File: src/rtl/pts_stream_serializer_pkg.sv
// Shared types, defaults and helpers for the parallel-to-serial stream serializer.
// Optional build macro: PTS_BIT_REVERSE_EN (emit lanes in FFT bit-reversed order).
package pts_pkg;

    localparam int PTS_NUM_LANES = 32;
    localparam int PTS_DATA_W    = 16;

    typedef enum logic [0:0] {
        IDLE   = 1'b0,
        STREAM = 1'b1
    } pts_state_e;

    // Reverse the low 'width' bits of value; upper bits of the result are zero.
    function automatic logic [31:0] bit_reverse(input logic [31:0] value, input int width);
        logic [31:0] result;
        result = '0;
        for (int i = 0; i < width; i++) begin
            result[i] = value[width - 1 - i];
        end
        return result;
    endfunction

endpackage

File: src/rtl/pts_stream_serializer_if.sv
// Load/stream handshake bundle between the FFT parallel output and the serial port.
// slave = serializer side, master = producer/consumer side.
interface pts_stream_serializer_if #(
    parameter int NUM_LANES = 32,
    parameter int DATA_W    = 16,
    parameter int IDX_W     = $clog2(NUM_LANES)
) ();
    logic                        load_strobe;
    logic [NUM_LANES*DATA_W-1:0] par_in;
    logic                        load_ready;
    logic                        load_overflow;
    logic [DATA_W-1:0]           serial_out;
    logic                        out_valid;
    logic                        out_ready;
    logic                        out_last;
    logic [IDX_W-1:0]            out_index;
    logic                        busy;

    modport slave (
        input  load_strobe, par_in, out_ready,
        output load_ready, load_overflow, serial_out, out_valid, out_last, out_index, busy
    );

    modport master (
        output load_strobe, par_in, out_ready,
        input  load_ready, load_overflow, serial_out, out_valid, out_last, out_index, busy
    );
endinterface

File: src/rtl/pts_stream_serializer_lane_counter.sv
// Lane counter: clears on promotion, advances per transferred word, wraps naturally.
// With PTS_BIT_REVERSE_EN defined the emitted lane index is the bit-reversed count.
module pts_lane_counter
    import pts_pkg::*;
#(
    parameter int NUM_LANES = PTS_NUM_LANES,
    localparam int IDX_W    = $clog2(NUM_LANES)
) (
    input  logic             clk,
    input  logic             n_rst,
    input  logic             promote_i,
    input  logic             advance_i,
    output logic [IDX_W-1:0] out_index_o,
    output logic             is_last_o
);
    logic [IDX_W-1:0] cnt_q;
    logic [IDX_W-1:0] cnt_d;

    always_comb begin
        cnt_d = cnt_q;
        if (promote_i) begin
            cnt_d = '0;
        end else if (advance_i) begin
            cnt_d = cnt_q + 1'b1;
        end
    end

    always_ff @(posedge clk or negedge n_rst) begin
        if (!n_rst) begin
            cnt_q <= '0;
        end else begin
            cnt_q <= cnt_d;
        end
    end

    // out_last tracks the transfer count, not the emitted lane number.
    assign is_last_o = (cnt_q == IDX_W'(NUM_LANES - 1));

`ifdef PTS_BIT_REVERSE_EN
    logic [31:0] rev_full;
    assign rev_full    = bit_reverse(32'(cnt_q), IDX_W);
    assign out_index_o = rev_full[IDX_W-1:0];
`else
    assign out_index_o = cnt_q;
`endif

endmodule

File: src/rtl/pts_stream_serializer.sv
// Double-buffered parallel-to-serial converter: a shadow frame loads while the active frame drains.
// Lane order is selected by PTS_BIT_REVERSE_EN (see the lane counter).
module pts_stream_serializer
    import pts_pkg::*;
#(
    parameter int NUM_LANES = PTS_NUM_LANES,
    parameter int DATA_W    = PTS_DATA_W
) (
    input  logic                    clk,
    input  logic                    n_rst,
    pts_stream_serializer_if.slave  bus
);
    localparam int IDX_W = $clog2(NUM_LANES);

    pts_state_e        state_q, state_d;
    logic              shadow_full_q, shadow_full_d;
    logic              overflow_q, overflow_d;
    logic [DATA_W-1:0] active_q [NUM_LANES];
    logic [DATA_W-1:0] shadow_q [NUM_LANES];

    logic              out_valid;
    logic              load_acc;
    logic              xfer;
    logic              last_xfer;
    logic              promote;
    logic              is_last;
    logic [IDX_W-1:0]  lane_idx;

    assign out_valid = (state_q == STREAM);
    assign load_acc  = bus.load_strobe && !shadow_full_q;
    assign xfer      = out_valid && bus.out_ready;
    assign last_xfer = xfer && is_last;
    assign promote   = shadow_full_q && ((state_q == IDLE) || last_xfer);

    pts_lane_counter #(.NUM_LANES(NUM_LANES)) u_lane_counter (
        .clk         (clk),
        .n_rst       (n_rst),
        .promote_i   (promote),
        .advance_i   (xfer && !promote),
        .out_index_o (lane_idx),
        .is_last_o   (is_last)
    );

    // A load and a promotion can never coincide: promotion needs the shadow full, a load needs it empty.
    always_comb begin
        shadow_full_d = shadow_full_q;
        state_d       = state_q;
        overflow_d    = bus.load_strobe && shadow_full_q;
        if (load_acc) begin
            shadow_full_d = 1'b1;
        end else if (promote) begin
            shadow_full_d = 1'b0;
        end
        if (promote) begin
            state_d = STREAM;
        end else if (last_xfer) begin
            state_d = IDLE;
        end
    end

    always_ff @(posedge clk or negedge n_rst) begin
        if (!n_rst) begin
            state_q       <= IDLE;
            shadow_full_q <= 1'b0;
            overflow_q    <= 1'b0;
        end else begin
            state_q       <= state_d;
            shadow_full_q <= shadow_full_d;
            overflow_q    <= overflow_d;
        end
    end

    always_ff @(posedge clk or negedge n_rst) begin
        if (!n_rst) begin
            for (int i = 0; i < NUM_LANES; i++) begin
                shadow_q[i] <= '0;
                active_q[i] <= '0;
            end
        end else begin
            for (int i = 0; i < NUM_LANES; i++) begin
                if (load_acc) begin
                    shadow_q[i] <= bus.par_in[i*DATA_W +: DATA_W];
                end
                if (promote) begin
                    active_q[i] <= shadow_q[i];
                end
            end
        end
    end

    assign bus.serial_out    = active_q[lane_idx];
    assign bus.out_index     = lane_idx;
    assign bus.out_valid     = out_valid;
    assign bus.out_last      = is_last && out_valid;
    assign bus.load_ready    = !shadow_full_q;
    assign bus.load_overflow = overflow_q;
    assign bus.busy          = out_valid || shadow_full_q;

endmodule

File: src/flat_wrapper.sv
// flat-port wrapper written by rule: the top's interface ports become plain ports
module pts_stream_serializer_flat import pts_pkg::*;
#(
    parameter int NUM_LANES = PTS_NUM_LANES,
    parameter int DATA_W    = PTS_DATA_W
)
  (clk, n_rst, bus_load_strobe, bus_par_in, bus_out_ready, bus_load_ready, bus_load_overflow, bus_serial_out, bus_out_valid, bus_out_last, bus_out_index, bus_busy);
  pts_stream_serializer_if #(.NUM_LANES(NUM_LANES), .DATA_W(DATA_W)) bus_i ();
  input  logic clk;
  input  logic n_rst;
  input wire logic [$bits(bus_i.load_strobe)-1:0] bus_load_strobe;
  input wire logic [$bits(bus_i.par_in)-1:0] bus_par_in;
  input wire logic [$bits(bus_i.out_ready)-1:0] bus_out_ready;
  output wire logic [$bits(bus_i.load_ready)-1:0] bus_load_ready;
  output wire logic [$bits(bus_i.load_overflow)-1:0] bus_load_overflow;
  output wire logic [$bits(bus_i.serial_out)-1:0] bus_serial_out;
  output wire logic [$bits(bus_i.out_valid)-1:0] bus_out_valid;
  output wire logic [$bits(bus_i.out_last)-1:0] bus_out_last;
  output wire logic [$bits(bus_i.out_index)-1:0] bus_out_index;
  output wire logic [$bits(bus_i.busy)-1:0] bus_busy;
  assign bus_i.load_strobe = bus_load_strobe;
  assign bus_i.par_in = bus_par_in;
  assign bus_i.out_ready = bus_out_ready;
  assign bus_load_ready = bus_i.load_ready;
  assign bus_load_overflow = bus_i.load_overflow;
  assign bus_serial_out = bus_i.serial_out;
  assign bus_out_valid = bus_i.out_valid;
  assign bus_out_last = bus_i.out_last;
  assign bus_out_index = bus_i.out_index;
  assign bus_busy = bus_i.busy;
  pts_stream_serializer #(.NUM_LANES(NUM_LANES), .DATA_W(DATA_W)) u_core (.clk(clk), .n_rst(n_rst), .bus(bus_i));
endmodule
File: config.mk
export PLATFORM = sky130hd
export DESIGN_NAME = pts_stream_serializer_flat
export DESIGN_NICKNAME = d
export VERILOG_FILES = /design/src/rtl/pts_stream_serializer_pkg.sv /design/src/rtl/pts_stream_serializer_if.sv /design/src/rtl/pts_stream_serializer_lane_counter.sv /design/src/rtl/pts_stream_serializer.sv /design/src/flat_wrapper.sv
export SDC_FILE = /design/constraint.sdc
export NUM_CORES = 1
export LEC_CHECK = 0
export BUFFER_PORTS_ARGS = -buffer_cell sky130_fd_sc_hd__buf_4
export CAP_MARGIN = 30
export CORE_ASPECT_RATIO = 0.7
export CORE_UTILIZATION = 58
export DETAILED_ROUTE_END_ITERATION = 8
export PLACE_DENSITY = 0.83
export REMOVE_ABC_BUFFERS = 1
export SLEW_MARGIN = 20
export SYNTH_ARGS = -nofsm -noshare
export SYNTH_HDL_FRONTEND = slang
export SYNTH_SLANG_ARGS = --single-unit
export TNS_END_PERCENT = 50
File: constraint.sdc
create_clock -name clk -period 3 [get_ports clk]
set_input_delay 0 -clock clk [delete_from_list [all_inputs] [get_ports clk]]
set_output_delay 0 -clock clk [all_outputs]
set_load 0.01 [all_outputs]
==> out/metrics.cfg <==
[sta]
max-slew-margin-rel=0.391
rsz0062_at_grt=yes
hold_ws_ns=0.106
clock_skew_ns=0.0271
period_share=1.00
tns_ns=-0.00774
hold_viol=0
final_max_slew_viol_count=0
tightest_slew_ns=0.914
fin_crit_ns=3.01
finalWorstSetupSlack_ns=-0.00774
fmax_ghz=0.332
setup_violations=1

[cts]
cts_tree=yes
clock_path_buffers=3
tritoncts.num_buffers=94
cts.clk_slew.worst_paths_ns=0.07
cts-htree-levels=3
cts-root-buf=clkbuf_16
cts.sink_count=1032
clkLatencyLatePin_ns=0.67

[synth]
netlist_instances=3614
mappedNetlistArea_um2=42400
synth.yosys.warnings=0
synth_top_area_frac=0.609
yosysUniqueCellTypes=40
netlist_top_cells_area=dfrtp_1 (61%), nand2_1 (14%), mux2_2 (14%)
yosysTopAreaCell=dfrtp_1
synth_area_per_cell_um2=11.7
synth-seq-area-share=0.609
ys_ff_latch=1032

[floorplan]
io_pins=542
dieHeight_um=228
die_w_um=325
coreArea_um2=71900
rows=82
start_util=0.590
dieArea_um2=74200

[worst_setup_path]
crit_family=buffers and inverters
critPathMaxFanout=23
critPathBufInv=4
slowest_delay_ns=0.65
arrival_ns=3.01
cp-end-kind=output pin
crit_path_cell_trace=buf_8 -> nor2_4 -> buf_4 -> a21oi_1 -> buf_4 -> a21oi_1 -> buf_4
cp-start-kind=flip-flop
slowest_stage=nor2_4
required_ns=3.00
path_common_cell=buf_4
critical_path_class=flip-flop to output pin

[hold_path]
min_path_type=input pin to flip-flop

[power_and_ir_drop]
swShare=0.306
power.density_nw_per_um2=731
power_frac_comb=0.235
p_total_uw=41500
seqPwrFrac=0.445
internal_power_uw=28800
p_clk_frac=0.320
power_switching_uw=12700
total_leakage_power_uw=0.0274
ir_drop_uv=686

[final_layout]
n_fill_cell=3641
drive_gt1_frac=0.304
final_nets=5176
area_growth_pct=33.9

[place]
dp_hpwl_mm=69.7
pre_cts_ws_ns=0.139
place_congestion=0.819
port_buffers=541

[global_routing]
overflow=0
grt_antenna_before_repair=15
grt_pass1_wl_mm=218
grt_pass1_vias=37227
grt_max_degree=136
grt_use_total=0.387

[detailed_routing]
vias_per_cell=6.03
ant_nets=0
dr.pass1.iters=6
drc=0
route.met2.wl_mm=69.9
dr_wl_met3_mm=12.9
vias=34447
wl_per_cell_um=25.2
m1WireLength_mm=49.8
top_layer=met5
drt_iter0_drc=3675
routed_wl_mm=144

[run]
max_cap_violations=0

[outcome]
failed_checks=negative setup slack
outcome=finished with violations

## stage by stage
step	util	instance area, µm²	instances
floorplan	-	41300	3393
global placement	0.664	47700	4991
detailed placement	0.664	47800	4992
CTS	0.787	56600	5697
global route	0.789	56800	5715
finish	0.789	56800	5717
## synthesized netlist by cell type
master     count
or3_1          1
a21boi_0       1
mux4_1        11
or2_2          2
nand2_1     1541
mux4_2        84
nor2b_1        4
o221ai_1      16
mux2_2       513
o21ai_0        3
buf_1          5
mux2i_1       66
inv_1          1
nand2b_1       2
and3_1         1
xnor2_1        1
ha_1           2
a2111oi_2     14
nor2_1         5
o211ai_1       1
and2_1         2
buf_4         11
buf_12         1
a22o_1        15
nand3_1        2
a2111oi_0      1
nand3b_1       1
a21o_1         1
nor3_1         1
a22oi_1       17
nor3b_1        1
and3b_1        1
o22ai_1       15
nor4_1         2
buf_2        124
dfrtp_1     1032
a21oi_1       32
buf_6          6
clkbuf_1      74
o31a_1         1
## worst reg2reg max path, delay by kind of cell, from the launching register on
kind | cells | cell delay (ns)
compound gates | 1 | 0.22
fa+ha+maj | 2 | 0.41
buf+inv | 4 | 0.91
flops | 1 | 0.50
simple gates | 4 | 0.74
## cells in the final DEF (no fill, tap or decap), types with 9 or more instances in the layout
cell,netlist,routed
nand2_1,1541,1541
dfrtp_1,1032,1028
buf_4,11,603
dlygate4sd3_1,0,517
mux2_2,513,513
clkbuf_16,0,100
mux4_2,84,84
mux2i_1,66,66
buf_12,1,32
a21oi_1,32,31
clkbuf_8,0,24
clkinv_2,0,21
a22oi_1,17,17
o221ai_1,16,16
o22ai_1,15,15
clkbuf_1,74,15
a22o_1,15,14
diode_2,0,13
mux4_1,11,11
bufinv_16,0,11
a2111oi_2,14,9
## power groups by stage
stage / clock [µW] / combinational (µW) / sequential (µW)
after floorplan: 0 / 4870 / 18100
after global placement: 0 / 7790 / 18200
after detailed placement: 0 / 8060 / 18300
after CTS: 13000 / 9020 / 18100
after global routing: 13800 / 10200 / 18600
final: 13300 / 9730 / 18500
## path summary, 6_finish.rpt
kind | start | slack [ns] | to | cells after the start
min in group asynchronous | n_rst | 0.53 | u_core.shadow_q[356]$_DFFE_PN0P_ | 3
worst min-delay path | bus_par_in[229] | 0.11 | u_core.shadow_q[277]$_DFFE_PN0P_ | 3
worst max register to register | u_core.u_lane_counter.out_index_o[0]$_DFFE_PN0P_ | 0.15 | u_core.active_q[230]$_DFFE_PN0P_ | 11
max in group asynchronous | n_rst | 0.92 | u_core.shadow_q[387]$_DFFE_PN0P_ | 4
worst min register to register | u_core.shadow_q[447]$_DFFE_PN0P_ | 0.46 | u_core.active_q[447]$_DFFE_PN0P_ | 2
worst max-delay path | u_core.u_lane_counter.out_index_o[1]$_DFFE_PN0P_ | -0.008 | bus_serial_out[5] | 7
## final cells by class
type,count,area (µm²),area share
clock buffer,136,2810,0.0496
tap,966,1210,0.0213
sequential,1032,25800,0.455
antenna,13,32.5,0.000573
timing repair buffer,1169,10800,0.189
inverter,1,3.75,0.0000661
clock inverter,40,513,0.00903
multi-input combinational,2360,15600,0.275
## sequential cells by signal (all words and copies together), names as in the netlist
name	cells
u_core.shadow_q	512
u_core.bus.out_valid	1
u_core.shadow_full_q	1
u_core.active_q	512
u_core.bus.load_overflow	1
u_core.u_lane_counter.out_index_o	5
## metal layers
| layer | GRT usage | up-vias |
|---|---|---|
| met5 | 0 | - |
| met3 | 0.0883 | 830 |
| li1 | - | 14075 |
| met1 | 0.457 | 17159 |
| met2 | 0.636 | 2375 |
| met4 | 0.259 | 8 |
## cell families (layout without fill, tap and decap cells)
group                    Yosys count  after routing  synth area share
other                              0             13                 0
AO/OA/AOI/OAI                    117            117            0.0217
XOR/XNOR                           1              1          0.000207
adder cells (fa/ha/maj)            2              2          0.000590
multiplexers                     674            674             0.203
buffers and inverters            222           1346            0.0257
flip-flops                      1032           1032             0.609
AND/OR/NAND/NOR                 1566           1566             0.140
## timing repair
action,CTS,global route
gates cloned,5,3
hold buffers,517,0
buffers inserted,7,4
pin swaps,0,1
hold endpoints to repair,1075,0
resized for setup,20,4
endpoints found under the setup margin,16,16
(Power assumes the default switching activity.)
